## config.mk

```make
export PLATFORM = sky130hd
export DESIGN_NAME = rv_mc_controller
export DESIGN_NICKNAME = d
export VERILOG_FILES = /design/src/rtl/rv_mc_pkg.sv /design/src/rtl/rv_mc_aludec.sv /design/src/rtl/rv_mc_controller.sv
export SDC_FILE = /design/constraint.sdc
export NUM_CORES = 1
export LEC_CHECK = 0
export BUFFER_PORTS_ARGS = -buffer_cell sky130_fd_sc_hd__buf_4
export CORE_UTILIZATION = 30
export DETAILED_ROUTE_END_ITERATION = 6
export MAX_ROUTING_LAYER = met4
export PLACE_DENSITY_LB_ADDON = 0.05
export SLEW_MARGIN = 20
export SYNTH_ARGS = -nofsm -noshare
export SYNTH_HDL_FRONTEND = slang
export SYNTH_SLANG_ARGS = --single-unit
```

## constraint.sdc

```tcl
create_clock -name clk -period 2 [get_ports clk]
set_input_delay 0.2 -clock clk [delete_from_list [all_inputs] [get_ports clk]]
set_output_delay 0.2 -clock clk [all_outputs]
set_load 0.05 [all_outputs]
```

## src/rtl/rv_mc_pkg.sv

```systemverilog
// Shared types and encodings for the multi-cycle RV32I control path:
// controller states, ALU operation codes, immediate selects and opcodes.
package rv_mc_pkg;

  typedef enum logic [3:0] {
    S_FETCH, S_DECODE, S_MEMADR, S_MEMREAD, S_MEMWB, S_MEMWRITE,
    S_EXECR, S_EXECI, S_ALUWB, S_BRANCH, S_JAL, S_JALR, S_JALRWB,
    S_UPPER, S_TRAP
  } state_e;

  typedef enum logic [1:0] {
    ALUOP_ADD   = 2'b00,
    ALUOP_SUB   = 2'b01,
    ALUOP_FUNCT = 2'b10
  } aluop_e;

  localparam logic [3:0] ALU_ADD  = 4'b0000;
  localparam logic [3:0] ALU_SUB  = 4'b0001;
  localparam logic [3:0] ALU_AND  = 4'b0010;
  localparam logic [3:0] ALU_OR   = 4'b0011;
  localparam logic [3:0] ALU_XOR  = 4'b0100;
  localparam logic [3:0] ALU_SLT  = 4'b0101;
  localparam logic [3:0] ALU_SLTU = 4'b0110;
  localparam logic [3:0] ALU_SLL  = 4'b0111;
  localparam logic [3:0] ALU_SRL  = 4'b1000;
  localparam logic [3:0] ALU_SRA  = 4'b1001;

  localparam logic [2:0] IMM_I = 3'b000;
  localparam logic [2:0] IMM_S = 3'b001;
  localparam logic [2:0] IMM_B = 3'b010;
  localparam logic [2:0] IMM_J = 3'b011;
  localparam logic [2:0] IMM_U = 3'b100;

  localparam logic [6:0] OP_LOAD   = 7'b0000011;
  localparam logic [6:0] OP_STORE  = 7'b0100011;
  localparam logic [6:0] OP_RTYPE  = 7'b0110011;
  localparam logic [6:0] OP_ITYPE  = 7'b0010011;
  localparam logic [6:0] OP_BRANCH = 7'b1100011;
  localparam logic [6:0] OP_JAL    = 7'b1101111;
  localparam logic [6:0] OP_JALR   = 7'b1100111;
  localparam logic [6:0] OP_LUI    = 7'b0110111;
  localparam logic [6:0] OP_AUIPC  = 7'b0010111;

  // Immediate format is a pure function of the opcode, so it is valid in every state.
  function automatic logic [2:0] imm_sel(input logic [6:0] op);
    case (op)
      OP_STORE:         imm_sel = IMM_S;
      OP_BRANCH:        imm_sel = IMM_B;
      OP_JAL:           imm_sel = IMM_J;
      OP_LUI, OP_AUIPC: imm_sel = IMM_U;
      default:          imm_sel = IMM_I;
    endcase
  endfunction

endpackage

```

## src/rtl/rv_mc_aludec.sv

```systemverilog
// ALU operation decoder: maps the controller's coarse aluop plus the
// instruction function fields onto a concrete ALU operation code.
module rv_mc_aludec
  import rv_mc_pkg::*;
(
  input  aluop_e     aluop,
  input  logic [2:0] funct3,
  input  logic       funct7b5,
  input  logic       op5,
  output logic [3:0] alucontrol
);

  always_comb begin
    alucontrol = ALU_ADD;
    case (aluop)
      ALUOP_SUB: alucontrol = ALU_SUB;
      ALUOP_FUNCT: begin
        case (funct3)
          // instr[30] is part of the immediate for addi, so only R-type may subtract
          3'b000:  alucontrol = (op5 && funct7b5) ? ALU_SUB : ALU_ADD;
          3'b001:  alucontrol = ALU_SLL;
          3'b010:  alucontrol = ALU_SLT;
          3'b011:  alucontrol = ALU_SLTU;
          3'b100:  alucontrol = ALU_XOR;
          3'b101:  alucontrol = funct7b5 ? ALU_SRA : ALU_SRL;
          3'b110:  alucontrol = ALU_OR;
          default: alucontrol = ALU_AND;
        endcase
      end
      default: alucontrol = ALU_ADD;
    endcase
  end

endmodule

```

## src/rtl/rv_mc_controller.sv

```systemverilog
// Multi-cycle RV32I control FSM: sequences fetch, decode, address generation
// and execute over a shared ALU and a single ready-handshaked memory port.
module rv_mc_controller
  import rv_mc_pkg::*;
(
  input  logic       clk,
  input  logic       reset_n,
  input  logic [6:0] op,
  input  logic [2:0] funct3,
  input  logic       funct7b5,
  input  logic       zero,
  input  logic       lt,
  input  logic       ltu,
  input  logic       mem_ready,
  output logic       mem_req,
  output logic       memwrite,
  output logic       adrsrc,
  output logic       irwrite,
  output logic       pcwrite,
  output logic       regwrite,
  output logic [1:0] resultsrc,
  output logic [1:0] alusrca,
  output logic [1:0] alusrcb,
  output logic [2:0] immsrc,
  output logic [3:0] alucontrol,
  output logic       illegal
);

  state_e state_q, state_d;
  logic   illegal_q;
  aluop_e aluop;
  logic   br_taken, br_valid;

  always_ff @(posedge clk or negedge reset_n) begin
    if (!reset_n) begin
      state_q   <= S_FETCH;
      illegal_q <= 1'b0;
    end else begin
      state_q   <= state_d;
      illegal_q <= illegal_q | (state_d == S_TRAP);
    end
  end

  always_comb begin
    br_valid = 1'b1;
    br_taken = 1'b0;
    case (funct3)
      3'b000:  br_taken = zero;
      3'b001:  br_taken = !zero;
      3'b100:  br_taken = lt;
      3'b101:  br_taken = !lt;
      3'b110:  br_taken = ltu;
      3'b111:  br_taken = !ltu;
      default: br_valid = 1'b0;
    endcase
  end

  always_comb begin
    state_d   = state_q;
    mem_req   = 1'b0;
    memwrite  = 1'b0;
    adrsrc    = 1'b0;
    irwrite   = 1'b0;
    pcwrite   = 1'b0;
    regwrite  = 1'b0;
    resultsrc = 2'b00;
    alusrca   = 2'b00;
    alusrcb   = 2'b00;
    aluop     = ALUOP_ADD;
    case (state_q)
      S_FETCH: begin
        mem_req   = 1'b1;
        alusrcb   = 2'b10;
        resultsrc = 2'b10;
        irwrite   = mem_ready;
        pcwrite   = mem_ready;
        if (mem_ready) state_d = S_DECODE;
      end
      S_DECODE: begin
        alusrca = 2'b01;
        alusrcb = 2'b01;
        case (op)
          OP_LOAD, OP_STORE: state_d = S_MEMADR;
          OP_RTYPE:          state_d = S_EXECR;
          OP_ITYPE:          state_d = S_EXECI;
          OP_BRANCH:         state_d = S_BRANCH;
          OP_JAL:            state_d = S_JAL;
          OP_JALR:           state_d = S_JALR;
          OP_LUI, OP_AUIPC:  state_d = S_UPPER;
          default:           state_d = S_TRAP;
        endcase
      end
      S_MEMADR: begin
        alusrca = 2'b10;
        alusrcb = 2'b01;
        state_d = op[5] ? S_MEMWRITE : S_MEMREAD;
      end
      S_MEMREAD: begin
        mem_req = 1'b1;
        adrsrc  = 1'b1;
        if (mem_ready) state_d = S_MEMWB;
      end
      S_MEMWB: begin
        resultsrc = 2'b01;
        regwrite  = 1'b1;
        state_d   = S_FETCH;
      end
      S_MEMWRITE: begin
        mem_req  = 1'b1;
        memwrite = 1'b1;
        adrsrc   = 1'b1;
        if (mem_ready) state_d = S_FETCH;
      end
      S_EXECR: begin
        alusrca = 2'b10;
        aluop   = ALUOP_FUNCT;
        state_d = S_ALUWB;
      end
      S_EXECI: begin
        alusrca = 2'b10;
        alusrcb = 2'b01;
        aluop   = ALUOP_FUNCT;
        state_d = S_ALUWB;
      end
      S_ALUWB: begin
        regwrite = 1'b1;
        state_d  = S_FETCH;
      end
      S_BRANCH: begin
        // Target was computed in DECODE and sits in ALUOut; the ALU now compares.
        alusrca = 2'b10;
        aluop   = ALUOP_SUB;
        pcwrite = br_valid && br_taken;
        state_d = br_valid ? S_FETCH : S_TRAP;
      end
      S_JAL: begin
        pcwrite = 1'b1;
        alusrca = 2'b01;
        alusrcb = 2'b10;
        state_d = S_ALUWB;
      end
      S_JALR: begin
        alusrca   = 2'b10;
        alusrcb   = 2'b01;
        resultsrc = 2'b10;
        pcwrite   = 1'b1;
        state_d   = S_JALRWB;
      end
      S_JALRWB: begin
        alusrca   = 2'b01;
        alusrcb   = 2'b10;
        resultsrc = 2'b10;
        regwrite  = 1'b1;
        state_d   = S_FETCH;
      end
      S_UPPER: begin
        alusrca = op[5] ? 2'b11 : 2'b01;
        alusrcb = 2'b01;
        state_d = S_ALUWB;
      end
      default: state_d = S_TRAP;
    endcase
    // Reset kills strobes combinationally so an abort never leaves a partial write.
    if (!reset_n) begin
      mem_req  = 1'b0;
      memwrite = 1'b0;
      irwrite  = 1'b0;
      pcwrite  = 1'b0;
      regwrite = 1'b0;
    end
  end

  assign immsrc  = imm_sel(op);
  assign illegal = illegal_q;

  rv_mc_aludec u_aludec (
    .aluop      (aluop),
    .funct3     (funct3),
    .funct7b5   (funct7b5),
    .op5        (op[5]),
    .alucontrol (alucontrol)
  );

endmodule

```

# --- After elaboration in Yosys (flattened, before gate mapping) ---
# Cells that the tools add are included.
totals:
  regBits: 5
  in_bits: 17
  output_inout_bits: 20
  elab_cells: 86
classes:
  n_eq_ne: 32
  muxes: 30
  bitwise: 1
  n_reduce_logical: 21
ops:
  columns: ["cell", "n"]
  rows:
  - ["$pmux 4 s7", 2]
  - ["$pmux 4 s9", 1]
  - ["$eq 4x4->1 const B", 7]
  - ["$eq 7x6->1 const B", 3]
  - ["$eq 7x7->1 const B", 3]
  - ["$eq 4x3->1 const B", 4]
  - ["$mux 4", 4]
  - ["$reduce_or 3->1", 5]
  - ["$eq 7x5->1 const B", 2]
  - ["$mux 1", 13]
  - ["$eq 3x3->1 const B", 4]
  - ["$pmux 2 s2", 3]
  - ["$pmux 3 s4", 1]
  - ["$reduce_or 2->1", 5]
  - ["$reduce_or 5->1", 2]
  - ["$eq 4x2->1 const B", 2]
  - ["$pmux 4 s2", 1]
  - ["$eq 7x2->1 const B", 1]
  - ["$eq 3x2->1 const B", 2]
  - ["$pmux 1 s6", 1]
  - ["$pmux 2 s3", 1]
  - ["$reduce_or 6->1", 1]
  - ["$eq 4x1->1 const B", 1]
  - ["$logic_not 4->1", 1]
  - ["other kinds (11)", 14]

# --- Logic depth before layout (Yosys ltp) ---
logic_depth:
  word_depth: 7
  mapped_depth: 7
  ltp_nobuf: 6

# --- By module ---
# From an unflattened synthesis, not the netlist that was laid out.
hier_totals:
  hier_cells: 119
  hier_area_um2: 860.8
modules_own_cells:
  columns: ["module", "instances", "cells_each", "area_per_inst_um2", "seq_area_each_um2"]
  rows:
  - ["rv_mc_controller", 1, 100, 739.5, 125.1]
  - ["rv_mc_aludec", 1, 19, 121.4, 0.0]

# --- Worst setup path before layout ---
# No wires, ideal clock.
synth_timing:
  kind: "input to output"
  start: "input op[2]"
  end: "output immsrc[0]"
  arrival_time_ns: 3.168
  required_ns: 1.800
  path_slack_ns: -1.368
  path_stages: 3
  path_buffers: 1
  path_cell_list: "buf_2 -> or3_1 -> a2111oi_0"
synth_via:
  elab_chain_len: 3
  elab_cells_between_ends: 7
  cone_classes: "5 x eq/ne; 1 x mux; 1 x reduce/logical"
synth_rtl:
  columns: ["item", "line", "source"]
  rows:
  - ["start, declared", "rv_mc_controller.sv:8", "input logic [6:0] op,"]
  - ["$eq 7x6->1 or $eq 7x5->1 (tied branches)", "rv_mc_pkg.sv:46", "case (op)"]
  - ["$reduce_or 2->1", "rv_mc_pkg.sv:46", null]
  - ["$pmux 3 s4 (*)", "rv_mc_pkg.sv:46", null]
  - ["end, declared", "rv_mc_controller.sv:24", "output logic [2:0] immsrc,"]
# Every way passes the cells marked *; elsewhere a longest branch is shown, timed or not.

# --- Final worst setup path ---
layout_timing:
  start: "register state_q[3]"
  end: "output alucontrol[3]"
layout_via:
  elab_chain_len: 5
  elab_cells_between_ends: 8
  cone_classes: "5 x eq/ne; 2 x mux; 1 x reduce/logical"
layout_rtl:
  columns: ["item", "line", "source"]
  rows:
  - ["start, declared", "rv_mc_controller.sv:29", "state_e state_q, state_d;"]
  - ["start signal, assigned", "rv_mc_controller.sv:39", "state_q <= state_d;"]
  - ["$eq 4x3->1", "rv_mc_controller.sv:70", "case (state_q)"]
  - ["$reduce_or 2->1 (no line)", null, null]
  - ["$pmux 2 s2 (*)", "rv_mc_controller.sv:70", null]
  - ["$eq 2x2->1 or $eq 2x1->1 (tied branches)", "rv_mc_aludec.sv:15", "case (aluop)"]
  - ["$pmux 4 s2 (*)", "rv_mc_aludec.sv:15", null]
  - ["end, declared", "rv_mc_controller.sv:25", "output logic [3:0] alucontrol,"]
# Marked as above.

==> out/qor.csv <==
metric,value,unit
status,"finished, final reports clean",
# DRC,0,
# IOs,37,
CP arrival,1.72,ns
max_slew headroom,70.22,%
worst skew pair latency,0.24,ns
Final WS setup,0.07711,ns
Post-Place Cell Area,1210,µm²
met2 routed wirelength,1296,µm
dpl cells,183,
Worst setup EP type,output port,
Net Sw Frac,57.53,%
core area,2522,µm²
crit path kind,register to output port,
Switch Pwr,0.0009845,W
CTS tree,built,
minimum clock period,1.923,ns
CP Data Required Time,1.80,ns
Nets,180,
r2r endpoint,illegal,
cells after synthesis,118,
dpl ws,0.1430,ns
hold slack,0.2926,ns
Max VDD drop,1.147,mV
vias in the first global route,940,
area of the mapped netlist,813.3,µm²
dpl hpwl,1877,µm
antenna violations before repair,0,
crit start category,register,
area grow syn2layout,64.77,%
IO Port Bufs,36,
register bit total from synthesis,5,
antenna cells,0,
Max Cap Viol,0,
WL/cell,12.97,µm
internal power,0.0007266,W
Die ar.,2923,µm²
R2R setup slack,0.35,ns
"Reg clk slew, reported paths",0.04,ns
Min-Delay Path Class,input pin to asynchronous set/reset pin,
GPL Wtd Cong,0.8297,
top sig layer,met4,
"Seq/Total Area, Yosys",15.38,%
GRT Total Usage,18.49,%
Iteration-0 DRC Markers,23,
Root Buffer,clkbuf_4,
DRT Wirelength,2464,µm
Worst R2R Path Depth,6,
first-pass GRT wire length,3870,µm
Sink Count,5,
M1 wire length,1066,µm
Final Skew,0.002599,ns
"Distinct cells, synth",43,
Initial Utilization,32.24,%
DIE WIDTH,54.07,µm
H-tree levels,1,
"Hold Vio Cnt, Final",0,
Setup crit end,alucontrol[3],
antenna-violating nets left,0,
vias per inst,5.400,
Lkg Pwr,0.5968,nW
Critical Path Start,state_q[3],
met3 wire length,84,µm
Combinational Power Share,82.4,%
Clk pwr share,6.8,%
Vias,1026,
reg-to-reg startpoint,state_q[1],
Clock Tree Buf Depth,2,
Worst-Margin Slew,0.4354,ns
fin cells,190,
Final Setup Violations,0,
largest net degree at the start of global routing,16,
GRT overflow,0,
Setup TNS,0,ns
"Design Area, Final",1340,µm²
CP max FO,4,
share of flip-flops with an asynchronous set or reset,100.0,%
# rows,18,
Post-synth EDFFs,0,
layout cells sized above 1,47.50,%
Ys Warns,0,
maximum achievable frequency,520.1,MHz
Die Y-Extent,54.07,µm
post-synthesis area per instance,6.892,µm²
"Slew Viols, Final",0,
"Top FF cell, synth",dfrtp_1,
Syn Nets,137,
fill cell count,251,
drt pass-1 iters,4,
CTS Buf Count,3,
share of power burned in registers,10.8,%
Pwr Density,1277,nW/µm²
post-route clock period utilization,96.14,%
==> critical path, cell delays in order, from the launching register on <==
cell,delay (ns)
dfrtp_2,0.45
nand2b_4,0.18
nor2_2,0.16
ha_4,0.23
nand2b_4,0.17
nor3_4,0.12
buf_6,0.18
==> metal layers <==
metal | vias up | global-route usage (%)
met3 | 2 | 1.695
met4 | 0 | 6.410
met5 | - | -
met2 | 28 | 32.30
li1 | 511 | -
met1 | 485 | 21.94
==> state kept, by name, indices dropped and copies added (netlist names) <==
signal and cells:
state_q 4, illegal 1
==> stage by stage <==
stage	utilization (%)	power, W
final	53.13	0.001711
after global routing	53.13	0.001834
after CTS	51.54	0.001687
after detailed placement	47.97	0.001505
after global placement	47.97	0.001501
after floorplan	-	0.001127
==> cell usage in the layout (no fill, tap or decap), types with 3 or more instances in the layout <==
cell type / count
nor3_2: 4
clkbuf_4: 3
nor3_1: 4
nand3_1: 3
dfrtp_1: 3
mux2i_1: 4
inv_1: 7
nor2_1: 9
buf_6: 3
buf_4: 44
nand2b_4: 3
a21oi_1: 11
nand2_1: 12
xnor2_1: 4
==> Yosys cell counts (3+ instances only) <==
| master | instances | area share, % |
|---|---|---|
| buf_2 | 8 | 4.9 |
| mux2i_1 | 4 | 4.9 |
| nand2_1 | 12 | 5.5 |
| a21oi_1 | 11 | 6.8 |
| nand3_1 | 3 | 1.8 |
| nor2_1 | 12 | 5.5 |
| inv_1 | 7 | 3.2 |
| nand2b_1 | 3 | 2.3 |
| xnor2_1 | 4 | 4.3 |
| dfrtp_1 | 5 | 15 |
| nor3_1 | 9 | 5.5 |
==> what timing repair did <==
item | 4_1_cts | 5_1_grt
hold buffers | 1 | 0
endpoints found under the hold margin | 5 | 0
resized for setup | 7 | 9
setup buffers | 2 | 0
pin swaps | 2 | 1
setup endpoints to repair | 3 | 4
==> worst min path at each step <==
stage,startpoint,to,slack [ns],depth (start not counted)
5_1_grt,reset_n,state_q[0],0.29,2
3_5_place_dp,reset_n,illegal,0.007,1
3_3_place_gp,reset_n,state_q[0],0.006,1
6_report,reset_n,state_q[2],0.29,2
2_1_floorplan,reset_n,illegal,-0.1,0
4_1_cts,reset_n,illegal,0.28,2
==> area by class of cell <==
class                      instances  area, µm²  share of cell area (%)
clock buffer                       4      26.28                   1.961
multi-input combinational         94      740.7                   55.28
sequential                         5      127.6                   9.524
tap                               30      37.54                   2.801
inverter                           9      33.78                   2.521
timing repair buffer              48      374.1                   27.92
==> power groups by stage <==
stage	Sequential (W)	Clock [W]	Combinational (W)
after floorplan	0.000163	0	0.000964
after global placement	0.000170	0	0.00133
after detailed placement	0.000174	0	0.00133
after CTS	0.000178	0.000121	0.00139
after global routing	0.000187	0.000132	0.00151
final	0.000185	0.000116	0.00141
==> logic make-up (layout without fill, tap and decap cells) <==
group                      count (synthesis)  after routing  synth area share [%]
xor gates and xnor gates                   6              6                 6.461
AOI/OAI and AO/OA                         32             32                 28.00
muxes                                      4              4                 4.923
buffers and inverters                     19             61                 10.00
DFF                                        5              5                 15.38
adders and majority gates                  2              2                 3.076
and+or+nand+nor                           50             50                 32.15
Power figures use the tool's default switching activity.
